## src/rtl/uart_disp_pkg.sv

```systemverilog
// Shared definitions for the UART-to-display path: ASCII control codes,
// hex character decoding and the entry FSM encoding.
package uart_disp_pkg;

    localparam logic [7:0] ASC_CR  = 8'h0D;
    localparam logic [7:0] ASC_LF  = 8'h0A;
    localparam logic [7:0] ASC_ESC = 8'h1B;

    typedef enum logic {
        ST_IDLE  = 1'b0,
        ST_ENTRY = 1'b1
    } entry_state_t;

    // Returns {is_hex, val}; val is 0 when the character is not a hex digit.
    function automatic logic [4:0] ascii_to_hex(input logic [7:0] c);
        logic [4:0] r;
        r = 5'd0;
        if (c >= 8'h30 && c <= 8'h39)
            r = {1'b1, c[3:0]};
        else if ((c >= 8'h41 && c <= 8'h46) || (c >= 8'h61 && c <= 8'h66))
            r = {1'b1, c[3:0] + 4'd9};
        return r;
    endfunction

endpackage

```

## src/rtl/idle_timer.sv

```systemverilog
// Idle timer: counts while run is high, restarts on kick, and flags expire
// on the terminal cycle unless a kick arrives in that same cycle.
module idle_timer #(
    parameter int unsigned CLK_FREQ   = 50,
    parameter int unsigned TIMEOUT_MS = 1000
) (
    input  logic clk,
    input  logic rst_n,
    input  logic run,
    input  logic kick,
    output logic expire
);

    // Terminal count is computed wide and must fit in 32 bits.
    localparam longint unsigned TERM_L =
        longint'(TIMEOUT_MS) * longint'(CLK_FREQ) * 64'd1000 - 64'd1;
    localparam logic [31:0] TERM = TERM_L[31:0];

    logic [31:0] cnt;

    always_ff @(posedge clk) begin
        if (!rst_n || !run || kick)
            cnt <= 32'd0;
        else if (cnt == TERM)
            cnt <= 32'd0;
        else
            cnt <= cnt + 32'd1;
    end

    assign expire = run && !kick && (cnt == TERM);

endmodule

```

## src/rtl/uart_hex_entry.sv

```systemverilog
// Collects ASCII hex digits from the UART receiver and commits the last four
// to the 7-segment driver on CR/LF; ESC or an idle timeout discards the entry.
module uart_hex_entry
    import uart_disp_pkg::*;
#(
    parameter int unsigned CLK_FREQ   = 50,
    parameter int unsigned TIMEOUT_MS = 1000
) (
    input  logic       clk,
    input  logic       rst_n,
    input  logic [7:0] rx_data,
    input  logic       rx_valid,
    output logic [3:0] d0,
    output logic [3:0] d1,
    output logic [3:0] d2,
    output logic [3:0] d3,
    output logic       upd,
    output logic       err,
    output logic       busy
);

    // rx_valid is a one-cycle strobe with no ready: every strobed byte is
    // consumed in the cycle it appears, back-to-back strobes included.
    entry_state_t state, state_n;
    logic [15:0]  stg, stg_n;
    logic [2:0]   cnt, cnt_n;
    logic [15:0]  disp, disp_n;
    logic         upd_n, err_n;
    logic         expire;
    logic [4:0]   hex;

    idle_timer #(
        .CLK_FREQ   (CLK_FREQ),
        .TIMEOUT_MS (TIMEOUT_MS)
    ) u_idle_timer (
        .clk    (clk),
        .rst_n  (rst_n),
        .run    (state == ST_ENTRY),
        .kick   (rx_valid),
        .expire (expire)
    );

    assign hex = ascii_to_hex(rx_data);

    always_ff @(posedge clk) begin
        if (!rst_n) begin
            state <= ST_IDLE;
            stg   <= 16'd0;
            cnt   <= 3'd0;
            disp  <= 16'd0;
            upd   <= 1'b0;
            err   <= 1'b0;
        end else begin
            state <= state_n;
            stg   <= stg_n;
            cnt   <= cnt_n;
            disp  <= disp_n;
            upd   <= upd_n;
            err   <= err_n;
        end
    end

    always_comb begin
        state_n = state;
        stg_n   = stg;
        cnt_n   = cnt;
        disp_n  = disp;
        upd_n   = 1'b0;
        err_n   = 1'b0;
        if (rx_valid) begin
            if (hex[4]) begin
                stg_n   = {stg[11:0], hex[3:0]};
                cnt_n   = (cnt == 3'd4) ? 3'd4 : cnt + 3'd1;
                state_n = ST_ENTRY;
            end else if (rx_data == ASC_CR || rx_data == ASC_LF) begin
                // A terminator with nothing staged (e.g. LF of CRLF) is silent.
                if (state == ST_ENTRY) begin
                    disp_n  = stg;
                    upd_n   = 1'b1;
                    stg_n   = 16'd0;
                    cnt_n   = 3'd0;
                    state_n = ST_IDLE;
                end
            end else if (rx_data == ASC_ESC) begin
                stg_n   = 16'd0;
                cnt_n   = 3'd0;
                state_n = ST_IDLE;
            end else begin
                err_n = 1'b1;
            end
        end else if (expire) begin
            stg_n   = 16'd0;
            cnt_n   = 3'd0;
            state_n = ST_IDLE;
        end
    end

    assign {d3, d2, d1, d0} = disp;
    assign busy = (state == ST_ENTRY);

endmodule
```

## config.mk

```make
export PLATFORM = sky130hd
export DESIGN_NAME = uart_hex_entry
export DESIGN_NICKNAME = d
export VERILOG_FILES = /design/src/rtl/uart_disp_pkg.sv /design/src/rtl/idle_timer.sv /design/src/rtl/uart_hex_entry.sv
export SDC_FILE = /design/constraint.sdc
export NUM_CORES = 1
export LEC_CHECK = 0
export CAP_MARGIN = 20
export CORE_ASPECT_RATIO = 0.75
export CORE_MARGIN = 1.5
export CORE_UTILIZATION = 25
export CTS_BUF_LIST = sky130_fd_sc_hd__clkbuf_16
export CTS_CLUSTER_DIAMETER = 150
export CTS_CLUSTER_SIZE = 16
export DETAILED_ROUTE_END_ITERATION = 12
export GPL_TIMING_DRIVEN = 0
export PLACE_DENSITY_LB_ADDON = 0.1
export SLEW_MARGIN = 10
export SYNTH_ARGS = -nofsm -noshare
export SYNTH_HDL_FRONTEND = slang
export SYNTH_SLANG_ARGS = --single-unit
export TNS_END_PERCENT = 100
```

## constraint.sdc

```tcl
create_clock -name clk -period 2.6 [get_ports clk]
set_input_delay 0.39 -clock clk [delete_from_list [all_inputs] [get_ports clk]]
set_output_delay 0.39 -clock clk [all_outputs]
set_load 0.1 [all_outputs]
```

After elaboration in Yosys (flattened, before gate mapping)

Cells that the tools add are included.

ROM bits: 0
Word-level logic and storage cells: 58
Input port bits: 11
Memories: 0
RAM bits: 0
Flip-flop bits (word level): 67
Bits in latches: 0

Divide/modulo/power cells: 0
Reductions and logical operators: 19
Shift-type cells: 0
Bitwise gates (word level): 4
$add $sub $neg: 2
Order comparisons: 6
Equal/unequal tests: 6
Multiplexer cells: 15
Multiply operators: 0

Operators by type and width:

| operator                                                                            | count |
|---|---|
| 16-bit 2-to-1 mux                                                                   | 6 |
| 32-bit by 1-bit adder with 32-bit output, second input constant                     | 1 |
| 32-bit by 26-bit equality test with 1-bit output, second input constant             | 1 |
| 8-bit by 4-bit equality test with 1-bit output, second input constant               | 2 |
| 8-bit by 7-bit greater-or-equal comparator with 1-bit output, second input constant | 2 |
| 8-bit by 7-bit less-or-equal comparator with 1-bit output, second input constant    | 2 |
| 5-bit 2-to-1 mux                                                                    | 2 |
| 8-bit by 5-bit equality test with 1-bit output, second input constant               | 1 |
| 8-bit by 6-bit greater-or-equal comparator with 1-bit output, second input constant | 1 |
| 8-bit by 6-bit less-or-equal comparator with 1-bit output, second input constant    | 1 |
| 4-bit OR reduction                                                                  | 2 |
| 1-bit 2-to-1 mux                                                                    | 7 |
| 1-bit logical AND                                                                   | 5 |
| 4-bit adder, second input constant                                                  | 1 |
| 1-bit logical OR                                                                    | 4 |
| 4-bit by 1-bit != test with 1-bit output, second input constant                     | 1 |
| 4-bit != test, second input constant                                                | 1 |
| 1-bit NOT                                                                           | 4 |
| 4-bit AND reduction                                                                 | 1 |
| 1-bit zero test                                                                     | 3 |
| 3-bit AND reduction                                                                 | 1 |
| 2-bit AND reduction                                                                 | 1 |
| 2-bit nonzero test                                                                  | 1 |
| 2-bit OR reduction                                                                  | 1 |

Logic depth before layout (Yosys ltp)

Depth after elaboration: 7
Gate-level depth with buffers: 8
Gate-level depth less buffers: 7

Cells and area by module

From an unflattened synthesis, not the netlist that was laid out.

Cells, all modules: 307
Area total of the unflattened synthesis: 3001.6 um2

By module, submodules not included:

| module         | sequential area each (um2) | times used | cells an instance | area an instance (um2) |
|---|---|---|---|---|
| idle_timer     | 640.6                      | 1          | 178               | 1584.0 |
| uart_hex_entry | 700.7                      | 1          | 129               | 1417.6 |

Worst setup path before layout

Ideal clock, no wire load.

Path kind: register to register
From: reg state (netlist: busy)
To: reg stg[12]
Library setup time: 117 ps
Path buffers: 1
Required time: 2483 ps
Path slack: 326 ps
Arrival time: 2158 ps
Stages on the path, launching flop included: 6
Clock period less this slack: 2274 ps
Cell sequence: dfxtp_1 -> inv_1 -> or4_1 -> a32o_2 -> buf_6 -> a22o_1

Cells in the longest elaborated chain, start to end: 4

RTL lines:

| item                              | RTL line             | text |
|---|---|---|
| start: declaration                | uart_hex_entry.sv:24 | `entry_state_t state, state_n;` |
| start signal: assignment          | uart_hex_entry.sv:54 | `state <= state_n;` |
| 1-bit logical AND (2 in a row)    | idle_timer.sv:30     | `assign expire = run && !kick && (cnt == TERM);` |
| 2-bit nonzero test (no line)      | --                   |  |
| 3-bit AND reduction (no line) (*) | --                   |  |
| end signal: assignment            | uart_hex_entry.sv:55 | `stg <= stg_n;` |
| end: declaration                  | uart_hex_entry.sv:25 | `logic [15:0] stg, stg_n;` |

Every way passes the cells marked *; elsewhere a longest branch is shown, timed or not.
A chain may end at the register's enable or synchronous reset.

Final worst setup path

From: reg u_idle_timer.cnt[0]
To: reg u_idle_timer.cnt[28]

Cells in the longest elaborated chain, start to end: 2

RTL lines:

| item                                                                             | RTL line         | text |
|---|---|---|
| start: declaration                                                               | idle_timer.sv:19 | `logic [31:0] cnt;` |
| start signal: assignment                                                         | idle_timer.sv:27 | `cnt <= cnt + 32'd1;` |
| branches (longest 2 deep; another with 32-bit by 1-bit adder with 32-bit output) | --               |  |

Several ways; the timed one is not identified.

==> summary.txt <==
Run status
  • Run status: finished, final reports clean

Power
  • Worst VDD drop: 0.254 mV
  • Pwr/cell area: 618 mW/mm²
  • P_int: 1.79 mW
  • Sequential share of power: between 40% and 50%
  • LEAKAGE: around 1.3 nW
  • Sw Ratio: 20.8%
  • Comb power frac: 3.8%
  • P_sw: approximately 470 µW
  • Clock power frac: 50.4%

Setup path
  • Crit-path leading delay family: simple AND/OR/NAND/NOR gates
  • Worst EP arrival: 2.51 ns
  • Buf/Inv on CP: 0
  • CP cell instances: ha_1 > nand2_1 > nor4_4 > or4b_1 > xor2_1 > nor2_2
  • Crit Path Category: register to register
  • Critical Path Max Stage Delay: about 0.62 ns
  • Crit Path Max Fanout: 10
  • WP data required: 2.81 ns
  • Critical Path End Type: register
  • Worst path slowest cell: nor4_4
  • CP Launch Type: register

Cells and area
  • Area Overhead vs Synth: 25.9%
  • Filler cells: 1132
  • Core Util, Final: 32.9%
  • Layout cell share with drive strength beyond 1: about a tenth
  • Final #Nets: 352
  • Final Cell Area: 0.00366 mm²
  • Ant. Diodes: 0

CTS
  • Clock-pin slew on the worst setup and hold paths: 0.05 ns
  • Longest Clk Path Bufs: 2
  • CTS Sinks: 67
  • # H-tree levels: 3
  • CTS buffer count: 9
  • CTS tree: yes
  • Clk_lat worst skew: 0.33 ns
  • Hold Buf Count CTS: 0
  • CTS root buffer: clkbuf_16

Floorplan
  • Die Wd: 127 µm
  • # IOs: 30
  • Row cnt: 33
  • Core area: 0.0111 mm²
  • Die area: 0.0123 mm²
  • Starting Density: 26.2%
  • Die H: 96.4 µm

Timing
  • Final min period: 2.31 ns
  • Relative slew margins: around 34%
  • Endpoints failing hold: 0
  • Setup TNS: 0 ns
  • Endpoints failing setup: 0
  • Layout Skew: 0.00609 ns
  • Final worst slack: 0.295 ns
  • FMAX: 434 MHz
  • RSZ-0062 raised after global routing: false
  • Final Max Tran Viols: 0
  • Actual slew at the worst max-slew pin: 0.984 ns
  • Worst hold slack: 0.325 ns
  • Tcrit/Tclk final: 88.7%

Routing
  • DR iter-0 viols: 114
  • Detailed Routing Iterations Pass 1: 4
  • Antenna-violating nets left: 0
  • DRC viols: 0
  • Drt via density: 4.47
  • Post-Route WL: 6350 µm
  • Vias: roughly 2100
  • Wire per inst: 13.2 µm

Global routing
  • Gr usage total: a little under an eighth
  • Initial antenna violation count: 0
  • Largest net degree at the start of global routing: 11
  • Gr ovfl total: 0
  • First-pass GRT wire length: 10600 µm
  • Number of global-route vias before repair: roughly 2000

Logic synthesis
  • Yosys warning count: 0
  • Synth Net Count: 310
  • Synth Register Bits: 67
  • Average size of a mapped cell: ~10 µm²
  • Post-synth top area share: between 40% and 50%
  • Post-synthesis sequential area ratio: 46.2%
  • Mapped Cells: 294
  • Yosys top cell by area: dfxtp_1
  • Area contributors post-synth: dfxtp_1, mux2i_1, xor2_1
  • Ys async rst share: 0%
  • EDFF count, synth: 0
  • Synth top cells by count: dfxtp_1, nor2_1, nor2b_1
  • Ys flop type: dfxtp_1
  • Most common cell in the netlist: dfxtp_1
  • Synth cell types: 46
  • Synth Cell Area: between 0.002 and 0.003 mm²

Place
  • Pre-CTS setup slack: -0.274 ns
  • Gpl congestion: 0.706
  • Cell area after placement: 0.00336 mm²
  • Post-DP HPWL: 4500 µm
  • Port Buffers: 28

Run
  • Max-Cap Viols: 0

Hold path
  • Type of the most critical hold path: input port to register
-- layout by cell type (no fill, tap or decap), drive strengths merged, types with 5 or more instances in the layout --
cell type / n
ha: 5
dfxtp: 67
xor2: 18
a22o: 14
buf: 5
clkdlybuf4s50: 28
nor2b: 20
xnor2: 12
and4: 5
clkbuf: 16
mux2i: 18
nor4: 5
nor2: 39
nand4: 5
nand3: 16
nand2: 14
inv: 12
-- what timing repair did --
item                       CTS  global route
setup buffers                0             2
resized for setup            0             2
setup endpoints to repair    0            15
hold endpoints to repair     0             0
-- cell families (layout without fill, tap and decap cells) --
kind of cell | Yosys count | after routing | synth area share [%]
AND/OR/NAND/NOR | 127 | 127 | 24.9
flip-flops | 67 | 67 | 46.2
XOR/XNOR | 30 | 30 | 9.04
AO/OA/AOI/OAI | 26 | 26 | 7.58
multiplexers | 20 | 20 | 6.98
buffers and inverters | 19 | 65 | 3.14
adder cells (fa/ha/maj) | 5 | 5 | 2.15
-- registers in the layout, indices dropped and copies added (netlist names) --
name	count
disp	16
busy	1
err	1
stg	16
upd	1
u_idle_timer.cnt	32
-- final timing paths --
| path | start | end | slack (ns) | cells after the start |
|---|---|---|---|---|
| max | u_idle_timer.cnt[0] | u_idle_timer.cnt[28] | 0.29 | 6 |
| min | rst_n | disp[1] | 0.32 | 2 |
| max reg2reg | u_idle_timer.cnt[0] | u_idle_timer.cnt[28] | 0.29 | 6 |
| min reg2reg | u_idle_timer.cnt[0] | u_idle_timer.cnt[0] | 0.48 | 1 |
-- power groups by stage --
stage / Combinational [mW] / Clock (mW) / Sequential [mW]
global route: 0.0945 / 1.23 / 1.03
floorplan: 0.0411 / 0 / 1.06
global placement: 0.0881 / 0 / 1.06
CTS: 0.0874 / 1.19 / 1.03
finish: 0.0866 / 1.14 / 1.03
detailed placement: 0.0869 / 0 / 1.06
-- cell type report --
class | count | area [µm²] | area share, %
inverter | 10 | 37.5 | 1.03
multi-input combinational | 208 | 1470 | 40.3
timing repair buffer | 31 | 300 | 8.21
sequential | 67 | 1340 | 36.7
clock buffer | 9 | 225 | 6.16
tap | 140 | 175 | 4.79
clock inverter | 6 | 50.0 | 1.37
buffer | 9 | 55.1 | 1.51
-- metal layers --
| metal | GRT usage (%) | up-vias | routed length [µm] |
|---|---|---|---|
| met3 | 3.67 | 11 | 302 |
| met1 | 16.8 | 987 | 3650 |
| li1 | - | 1109 | - |
| met5 | 0 | - | 0 |
| met4 | 4.83 | 0 | 104 |
| met2 | 14.6 | 40 | 2300 |
-- metrics by stage --
| step | std cells | power (mW) |
|---|---|---|
| floorplan | 294 | 1.11 |
| global placement | 462 | 1.14 |
| detailed placement | 462 | 1.14 |
| CTS | 477 | 2.31 |
| global route | 480 | 2.36 |
| finish | 480 | 2.26 |
Note: power is estimated with default switching activity, not from simulation.
